`config.mk`:
```
export PLATFORM = sky130hd
export DESIGN_NAME = pipe_stage_skid
export DESIGN_NICKNAME = d
export VERILOG_FILES = /design/src/rtl/pipe_pkg.sv /design/src/rtl/pipe_entry_reg.sv /design/src/rtl/pipe_stage_skid.sv
export SDC_FILE = /design/constraint.sdc
export NUM_CORES = 1
export LEC_CHECK = 0
export CORE_AREA = 4 4 93 95
export CTS_BUF_LIST = sky130_fd_sc_hd__clkbuf_8
export CTS_CLUSTER_DIAMETER = 120
export DETAILED_ROUTE_END_ITERATION = 10
export DIE_AREA = 0 0 97 99
export DONT_BUFFER_PORTS = 1
export GPL_TIMING_DRIVEN = 0
export PLACE_DENSITY = 0.71
export SLEW_MARGIN = 15
export SYNTH_ARGS = -nofsm -noshare
export SYNTH_HDL_FRONTEND = slang
export SYNTH_SLANG_ARGS = --single-unit
```
`constraint.sdc`:
```
create_clock -name clk -period 3.36 [get_ports clk]
set_clock_uncertainty 0.1 [all_clocks]
set_input_delay 0.504 -clock clk [delete_from_list [all_inputs] [get_ports clk]]
set_output_delay 0.504 -clock clk [all_outputs]
set_load 0.01 [all_outputs]
```
`src/rtl/pipe_pkg.sv`:
```
// pipe_pkg -- shared definitions for the skid-buffered pipeline stage.
//   pipe_state_e : stage state (EMPTY = nothing held, BUSY = main entry only,
//                  FULL = main + skid entry)
//   DEF_DATA_W / DEF_CTRL_W : default payload widths
//   OCC_W        : width of the occupancy count (0..2)
//   occ_of()     : number of held instructions implied by a state
package pipe_pkg;

  localparam int DEF_DATA_W = 32;
  localparam int DEF_CTRL_W = 16;
  localparam int OCC_W      = 2;

  typedef enum logic [1:0] {
    ST_EMPTY = 2'b00,
    ST_BUSY  = 2'b01,
    ST_FULL  = 2'b10
  } pipe_state_e;

  function automatic logic [OCC_W-1:0] occ_of(input pipe_state_e s);
    case (s)
      ST_BUSY: return 2'd1;
      ST_FULL: return 2'd2;
      default: return 2'd0;
    endcase
  endfunction

endpackage

```
`src/rtl/pipe_entry_reg.sv`:
```
// pipe_entry_reg -- one instruction slot (control + data) with load enable
// and synchronous clear.
//   clk, rst_n : clock, asynchronous active-low reset (clears both fields)
//   i_en       : load i_ctrl/i_data at the next rising edge
//   i_clr      : clear the slot; wins over i_en. Control is always zeroed,
//                data only when CLR_DATA is set.
//   i_ctrl/i_data : payload to load
//   o_ctrl/o_data : stored payload
module pipe_entry_reg #(
  parameter int CTRL_W   = 16,
  parameter int DATA_W   = 32,
  parameter bit CLR_DATA = 1'b0
) (
  input  logic              clk,
  input  logic              rst_n,
  input  logic              i_en,
  input  logic              i_clr,
  input  logic [CTRL_W-1:0] i_ctrl,
  input  logic [DATA_W-1:0] i_data,
  output logic [CTRL_W-1:0] o_ctrl,
  output logic [DATA_W-1:0] o_data
);

  logic [CTRL_W-1:0] r_ctrl;
  logic [DATA_W-1:0] r_data;

  always_ff @(posedge clk or negedge rst_n) begin
    if (!rst_n) begin
      r_ctrl <= '0;
      r_data <= '0;
    end else if (i_clr) begin
      r_ctrl <= '0;
      if (CLR_DATA) r_data <= '0;
    end else if (i_en) begin
      r_ctrl <= i_ctrl;
      r_data <= i_data;
    end
  end

  assign o_ctrl = r_ctrl;
  assign o_data = r_data;

endmodule

```
`src/rtl/pipe_stage_skid.sv`:
```
// pipe_stage_skid -- one pipeline register stage with a skid entry so that
// in_ready is a pure register output (no combinational path from out_ready).
//   clk, rst_n           : clock, asynchronous active-low reset
//   flush                : synchronous clear; held instructions become bubbles
//   in_valid/in_ready    : upstream handshake (in_ready registered)
//   in_ctrl/in_data      : upstream payload
//   out_valid/out_ready  : downstream handshake
//   out_ctrl/out_data    : presented payload (out_ctrl is zero on bubbles)
//   occupancy            : held instructions, 0..2
module pipe_stage_skid
  import pipe_pkg::*;
#(
  parameter int DATA_W     = DEF_DATA_W,
  parameter int CTRL_W     = DEF_CTRL_W,
  parameter int FLUSH_DATA = 0
) (
  input  logic              clk,
  input  logic              rst_n,
  input  logic              flush,
  input  logic              in_valid,
  output logic              in_ready,
  input  logic [CTRL_W-1:0] in_ctrl,
  input  logic [DATA_W-1:0] in_data,
  output logic              out_valid,
  input  logic              out_ready,
  output logic [CTRL_W-1:0] out_ctrl,
  output logic [DATA_W-1:0] out_data,
  output logic [OCC_W-1:0]  occupancy
);

  pipe_state_e       r_state;
  pipe_state_e       w_state_next;
  logic              r_in_ready;
  logic [OCC_W-1:0]  r_occupancy;

  logic              w_push;
  logic              w_pop;
  logic              w_main_en;
  logic              w_skid_en;
  logic              w_main_from_skid;

  logic [CTRL_W-1:0] w_main_d_ctrl;
  logic [DATA_W-1:0] w_main_d_data;
  logic [CTRL_W-1:0] w_main_q_ctrl;
  logic [DATA_W-1:0] w_main_q_data;
  logic [CTRL_W-1:0] w_skid_q_ctrl;
  logic [DATA_W-1:0] w_skid_q_data;

  assign out_valid = (r_state != ST_EMPTY);
  assign w_push    = in_valid & r_in_ready;
  assign w_pop     = out_valid & out_ready;

  // Next state and entry steering. Flush overrides any push/pop; the
  // unused encoding falls back to EMPTY.
  always_comb begin
    w_state_next     = r_state;
    w_main_en        = 1'b0;
    w_skid_en        = 1'b0;
    w_main_from_skid = 1'b0;
    if (flush) begin
      w_state_next = ST_EMPTY;
    end else begin
      case (r_state)
        ST_EMPTY: begin
          if (w_push) begin
            w_main_en    = 1'b1;
            w_state_next = ST_BUSY;
          end
        end
        ST_BUSY: begin
          if (w_push && w_pop) begin
            w_main_en = 1'b1;
          end else if (w_pop) begin
            w_state_next = ST_EMPTY;
          end else if (w_push) begin
            // Downstream stalled: the instruction in flight lands in skid.
            w_skid_en    = 1'b1;
            w_state_next = ST_FULL;
          end
        end
        ST_FULL: begin
          if (w_pop) begin
            w_main_en        = 1'b1;
            w_main_from_skid = 1'b1;
            w_state_next     = ST_BUSY;
          end
        end
        default: w_state_next = ST_EMPTY;
      endcase
    end
  end

  // in_ready and occupancy are derived from the next state so they are
  // plain flops; in_ready stays low through reset and rises on the first
  // edge after release.
  always_ff @(posedge clk or negedge rst_n) begin
    if (!rst_n) begin
      r_state     <= ST_EMPTY;
      r_in_ready  <= 1'b0;
      r_occupancy <= '0;
    end else begin
      r_state     <= w_state_next;
      r_in_ready  <= (w_state_next != ST_FULL);
      r_occupancy <= occ_of(w_state_next);
    end
  end

  assign w_main_d_ctrl = w_main_from_skid ? w_skid_q_ctrl : in_ctrl;
  assign w_main_d_data = w_main_from_skid ? w_skid_q_data : in_data;

  pipe_entry_reg #(
    .CTRL_W  (CTRL_W),
    .DATA_W  (DATA_W),
    .CLR_DATA(FLUSH_DATA != 0)
  ) u_main (
    .clk   (clk),
    .rst_n (rst_n),
    .i_en  (w_main_en),
    .i_clr (flush),
    .i_ctrl(w_main_d_ctrl),
    .i_data(w_main_d_data),
    .o_ctrl(w_main_q_ctrl),
    .o_data(w_main_q_data)
  );

  pipe_entry_reg #(
    .CTRL_W  (CTRL_W),
    .DATA_W  (DATA_W),
    .CLR_DATA(FLUSH_DATA != 0)
  ) u_skid (
    .clk   (clk),
    .rst_n (rst_n),
    .i_en  (w_skid_en),
    .i_clr (flush),
    .i_ctrl(in_ctrl),
    .i_data(in_data),
    .o_ctrl(w_skid_q_ctrl),
    .o_data(w_skid_q_data)
  );

  assign in_ready  = r_in_ready;
  assign occupancy = r_occupancy;
  // Bubbles must decode as NOPs downstream.
  assign out_ctrl  = out_valid ? w_main_q_ctrl : '0;
  assign out_data  = w_main_q_data;

endmodule

```
After elaboration in Yosys (flattened, before gate mapping). Index checks and enable logic that the tools add are counted. Widths: inputs -> output; s select.

Bits in registers: 101. Output and inout bits: 52.

Equality and inequality tests: 5. Muxes and demuxes: 26. Reductions and logical operators: 7. Bitwise logic cells: 3.

Operators by type and width (count): $mux 16 (6); $mux 32 (1); $mux 2 (6); $mux 1 (10); $pmux 2 s3 (1); $reduce_bool 2->1 (3); $eq 2x1->1 const B (2); $eq 2x2->1 const B (2); $pmux 2 s2 (1); $reduce_and 2->1 (2); $pmux 1 s3 (1); $and 1x1->1 (2); $logic_not 2->1 (1); $ne 2x2->1 const B (1); $logic_and 1x1->1 (1); $not 1->1 (1).

Longest topological paths before layout.
Depth in word-level cells: 8. Gate-level depth with buffers: 6. Mapped depth without buffers: 4.

Modules after synthesis. From an unflattened synthesis, not the netlist that was laid out.

Cells, all modules: 339. Area, all modules: 5022.3 µm².

Modules (own cells, without submodules): pipe_entry_reg (area an instance 2006.9 µm², sequential area each 1201.2 µm², times used 2, cells each 121); pipe_stage_skid (area an instance 1008.5 µm², sequential area each 125.1 µm², times used 1, cells each 97).

Least setup slack after synthesis. No wires, ideal clock.

Path type: reg2out. From: reg r_state[1]. To: out out_ctrl[10]. Stages on the path, launching flop included: 4. Buffers on the path: 1. Arrival time: 1150 ps. Required time: 2756 ps. Setup slack: 1606 ps. Cell sequence: dfrtp_1 nor2_1 clkbuf_1 nor2b_1.

Longest elaborated chain between the ends: 2.

Ends and longest elaborated chain: start, declared (line pipe_stage_skid.sv:31) `pipe_state_e r_state;`; start signal, assigned (line pipe_stage_skid.sv:102) `r_state <= w_state_next;`; $reduce_bool 2->1 (line pipe_stage_skid.sv:49) `assign out_valid = (r_state != ST_EMPTY);`; $mux 16 (line pipe_stage_skid.sv:144) `assign out_ctrl = out_valid ? w_main_q_ctrl : '0;`; end, declared (line pipe_stage_skid.sv:26) `output logic [CTRL_W-1:0] out_ctrl,`.

No other way between the ends.

Final worst setup path.
From: reg r_state[1]. To: out out_ctrl[14].

The elaborated chain is that of the path after synthesis.

==> flow_metrics.tcl <==
set metrics [dict create \
    synthMuxAreaShare_pct 12.3 \
    synth-simple-area-share_pct 13.5 \
    setup_violations 0 \
    fmax_mhz 396 \
    holdWs_ns 0.114 \
    hold_class "primary input to flop" \
    critical_path.startpoint "r_state[1]" \
    holdCritStartpoint "out_ready" \
    ys_ff_latch 101 \
    die_w_um 97 \
    required_ns 2.76 \
    num_vias 2827 \
    antenna_found_initial 0 \
    avgRoutedWirePerCell_um 18.4 \
    holdPathStages 1 \
    relSlewSlack_pct 55.1 \
    slew_viol_final 0 \
    clock-sinks 101 \
    swShare_pct 25.9 \
    cts.root.buffer_cell "clkbuf_8" \
    worstHoldEndpoint "occupancy[1]" \
    die_area_sq_um 9600 \
    hpwlAfterDp_um 6270 \
    power_frac_seq_pct 56.4 \
    syn_avg_cell_area_sq_um 11.6 \
    layout_commonest_cell "dfrtp_1" \
    rows 32 \
    core-area_sq_um 7730 \
    syn_to_final_growth_pct 9.42 \
    postRouteAntennaNets 0 \
    critPathMaxFanout 10 \
    cts_buffer_depth 2 \
    start_util_pct 56.0 \
    start_kind "flop" \
    synth_nets 427 \
    synth_cells 374 \
    clock_latency_ns 0.35 \
    crit-reg2reg-launch "in_ready" \
    ir_drop_mv 0.252 \
    crit_arrival_ns 1.92 \
    drv_cap 0 \
    setup-tns-final_ns 0 \
    dpl.cell_count 476 \
    synthesis.area_sq_um 4330 \
    cts-htree-levels 3 \
    hold_viol 0 \
    grt.total_usage_pct 19.9 \
    critPathCaptureType "output pin" \
    leakagePower_nw 2.20 \
    p_int_mw 2.09 \
    ys_seq_area_share_pct 58.4 \
    die_height_um 99 \
    tritoncts "done" \
    r2r_cells 5 \
    firstDrtPassIters 4 \
    grt-ovfl-total 0 \
    route.detailed.drc 0 \
    synth_cell_types 30 \
    gp_congestion 0.777 \
    layout_common_cells "dfrtp_1 (101), nand2_1 (65), nor2_1 (37), a31oi_1 (32), mux2_2 (28)" \
    synth_compound_area_share_pct 12.0 \
    grt_pass1_wl_um 15400 \
    timing_worst_setup_path_type "flop to output pin" \
    finalCritPeriodShare_pct 75.1 \
    yosysWarnings 0 \
    wirelength_um 9090 \
    r2r-end "u_skid.o_ctrl[14]" \
    grt_max_degree 102 \
    drive_gt1_share_pct 18.9 \
    yosys.area_share.xor_xnor_pct 0.202 \
    cts_buffers 9 \
    io-pin-count 105 \
    via_per_inst 5.72 \
    nNetsFinal 440 \
    port-buffer-count 0 \
    p_per_area_nw_per_um2 595 \
    antenna_cells 0 \
    switchingPower_uw 729 \
    synth_top_family_by_area "simple AND/OR/NAND/NOR gates" \
    grt_pass1_vias 3032 \
    first_iter_violations 117 \
    rsz0062_at_grt "no" \
    outcome "finished, final reports clean" \
    synth_fa_ha_area_share_pct 0 \
    clockPowerShare_pct 31.6 \
    finalCriticalPeriod_ns 2.52 \
    tightest_slew_ns 0.674 \
    p_comb_share_pct 12.0 \
    fin_cells 494 \
    r2r_setup_slack_ns 1.46 \
    clk_pin_slew_worst_paths_ns 0.09 \
]
## layout make-up
cell class              count  area [sq um]
plain buffers              26           158
clock buffers              12           165
clock inverters             4          77.6
fillers                   631          2990
inverters                   1          3.75
multi-input cells         246          1640
flip-flops and latches    101          2530
well taps                 102           128
repair buffers              2          37.5
## state kept, by name, indices dropped and copies added, names as in the netlist
register	flops
u_main.o_data	32
u_skid.o_data	32
u_main.o_ctrl	16
u_skid.o_ctrl	16
occupancy	2
r_state	2
in_ready	1
## through the flow
step           util [%]  power [mW]  setup WS [ns]  area (sq um)
2_1_floorplan         -        1.84           1.61          4330
3_3_place_gp       57.7        1.91           1.25          4460
3_5_place_dp       57.7        1.93           1.20          4460
4_1_cts            61.3        2.84          0.792          4740
5_1_grt            61.3        2.97          0.683          4740
6_report           61.3        2.82          0.836          4740
## Yosys cell counts, drive strengths merged
cell	number	area share (%)
nor3b	1	0.43
a31oi	32	4.6
o31ai	1	0.49
mux2i	17	3.9
nand2	65	5.6
nand4bb	1	0.26
o2bb2ai	16	3.2
a22o	16	3.2
o21ai	1	0.12
dfrtp	101	58
nor3	2	0.23
or3	1	0.14
mux2	32	8.3
inv	1	0.087
clkbuf	3	0.29
nand3b	2	0.64
o21a	1	0.17
a21oi	1	0.12
nor2	38	3.4
xor2	1	0.20
nor2b	17	2.6
nand2b	1	0.14
buf	23	3.4
## worst max path at each step
stage | endpoint | slack (ns)
after CTS | out_ctrl[14] | 0.79
after global routing | out_ctrl[12] | 0.68
after global placement | out_ctrl[14] | 1.25
final | out_ctrl[14] | 0.84
after detailed placement | out_ctrl[14] | 1.20
after floorplan | out_ctrl[10] | 1.61
## timing repair
action	4_1_cts	5_1_grt
hold buffers	2	0
setup endpoints to repair	0	0
resized for setup	0	0
buffers inserted	0	0
endpoints found under the hold margin	101	0
## worst max-delay path, stage by stage (launching register included)
cell and delay, ns:
dfrtp_1 0.45, nor2_1 0.50, clkbuf_1 0.43, nor2b_1 0.19
## per-layer routing
metal / part of all wire, % / GRT usage (%)
met1: 42 / 25.5
met2: 49 / 32.1
met3: 7.9 / 6.72
met4: 0.86 / 6.16
met5: 0 / 0
## logic make-up (layout without fill, tap and decap cells)
family / Yosys count / count (layout)
buffers and inverters: 27 / 45
muxes: 49 / 49
DFF: 101 / 101
AOI/OAI and AO/OA: 68 / 68
xor gates and xnor gates: 1 / 1
and+or+nand+nor: 128 / 128
## power groups by stage
stage	clock, mW	sequential [mW]	combinational (mW)
after global placement	0	1.60	0.302
final	0.891	1.59	0.338
after floorplan	0	1.58	0.268
after global routing	0.968	1.62	0.382
after CTS	0.909	1.59	0.345
after detailed placement	0	1.61	0.315
Power figures use the tool's default switching activity.
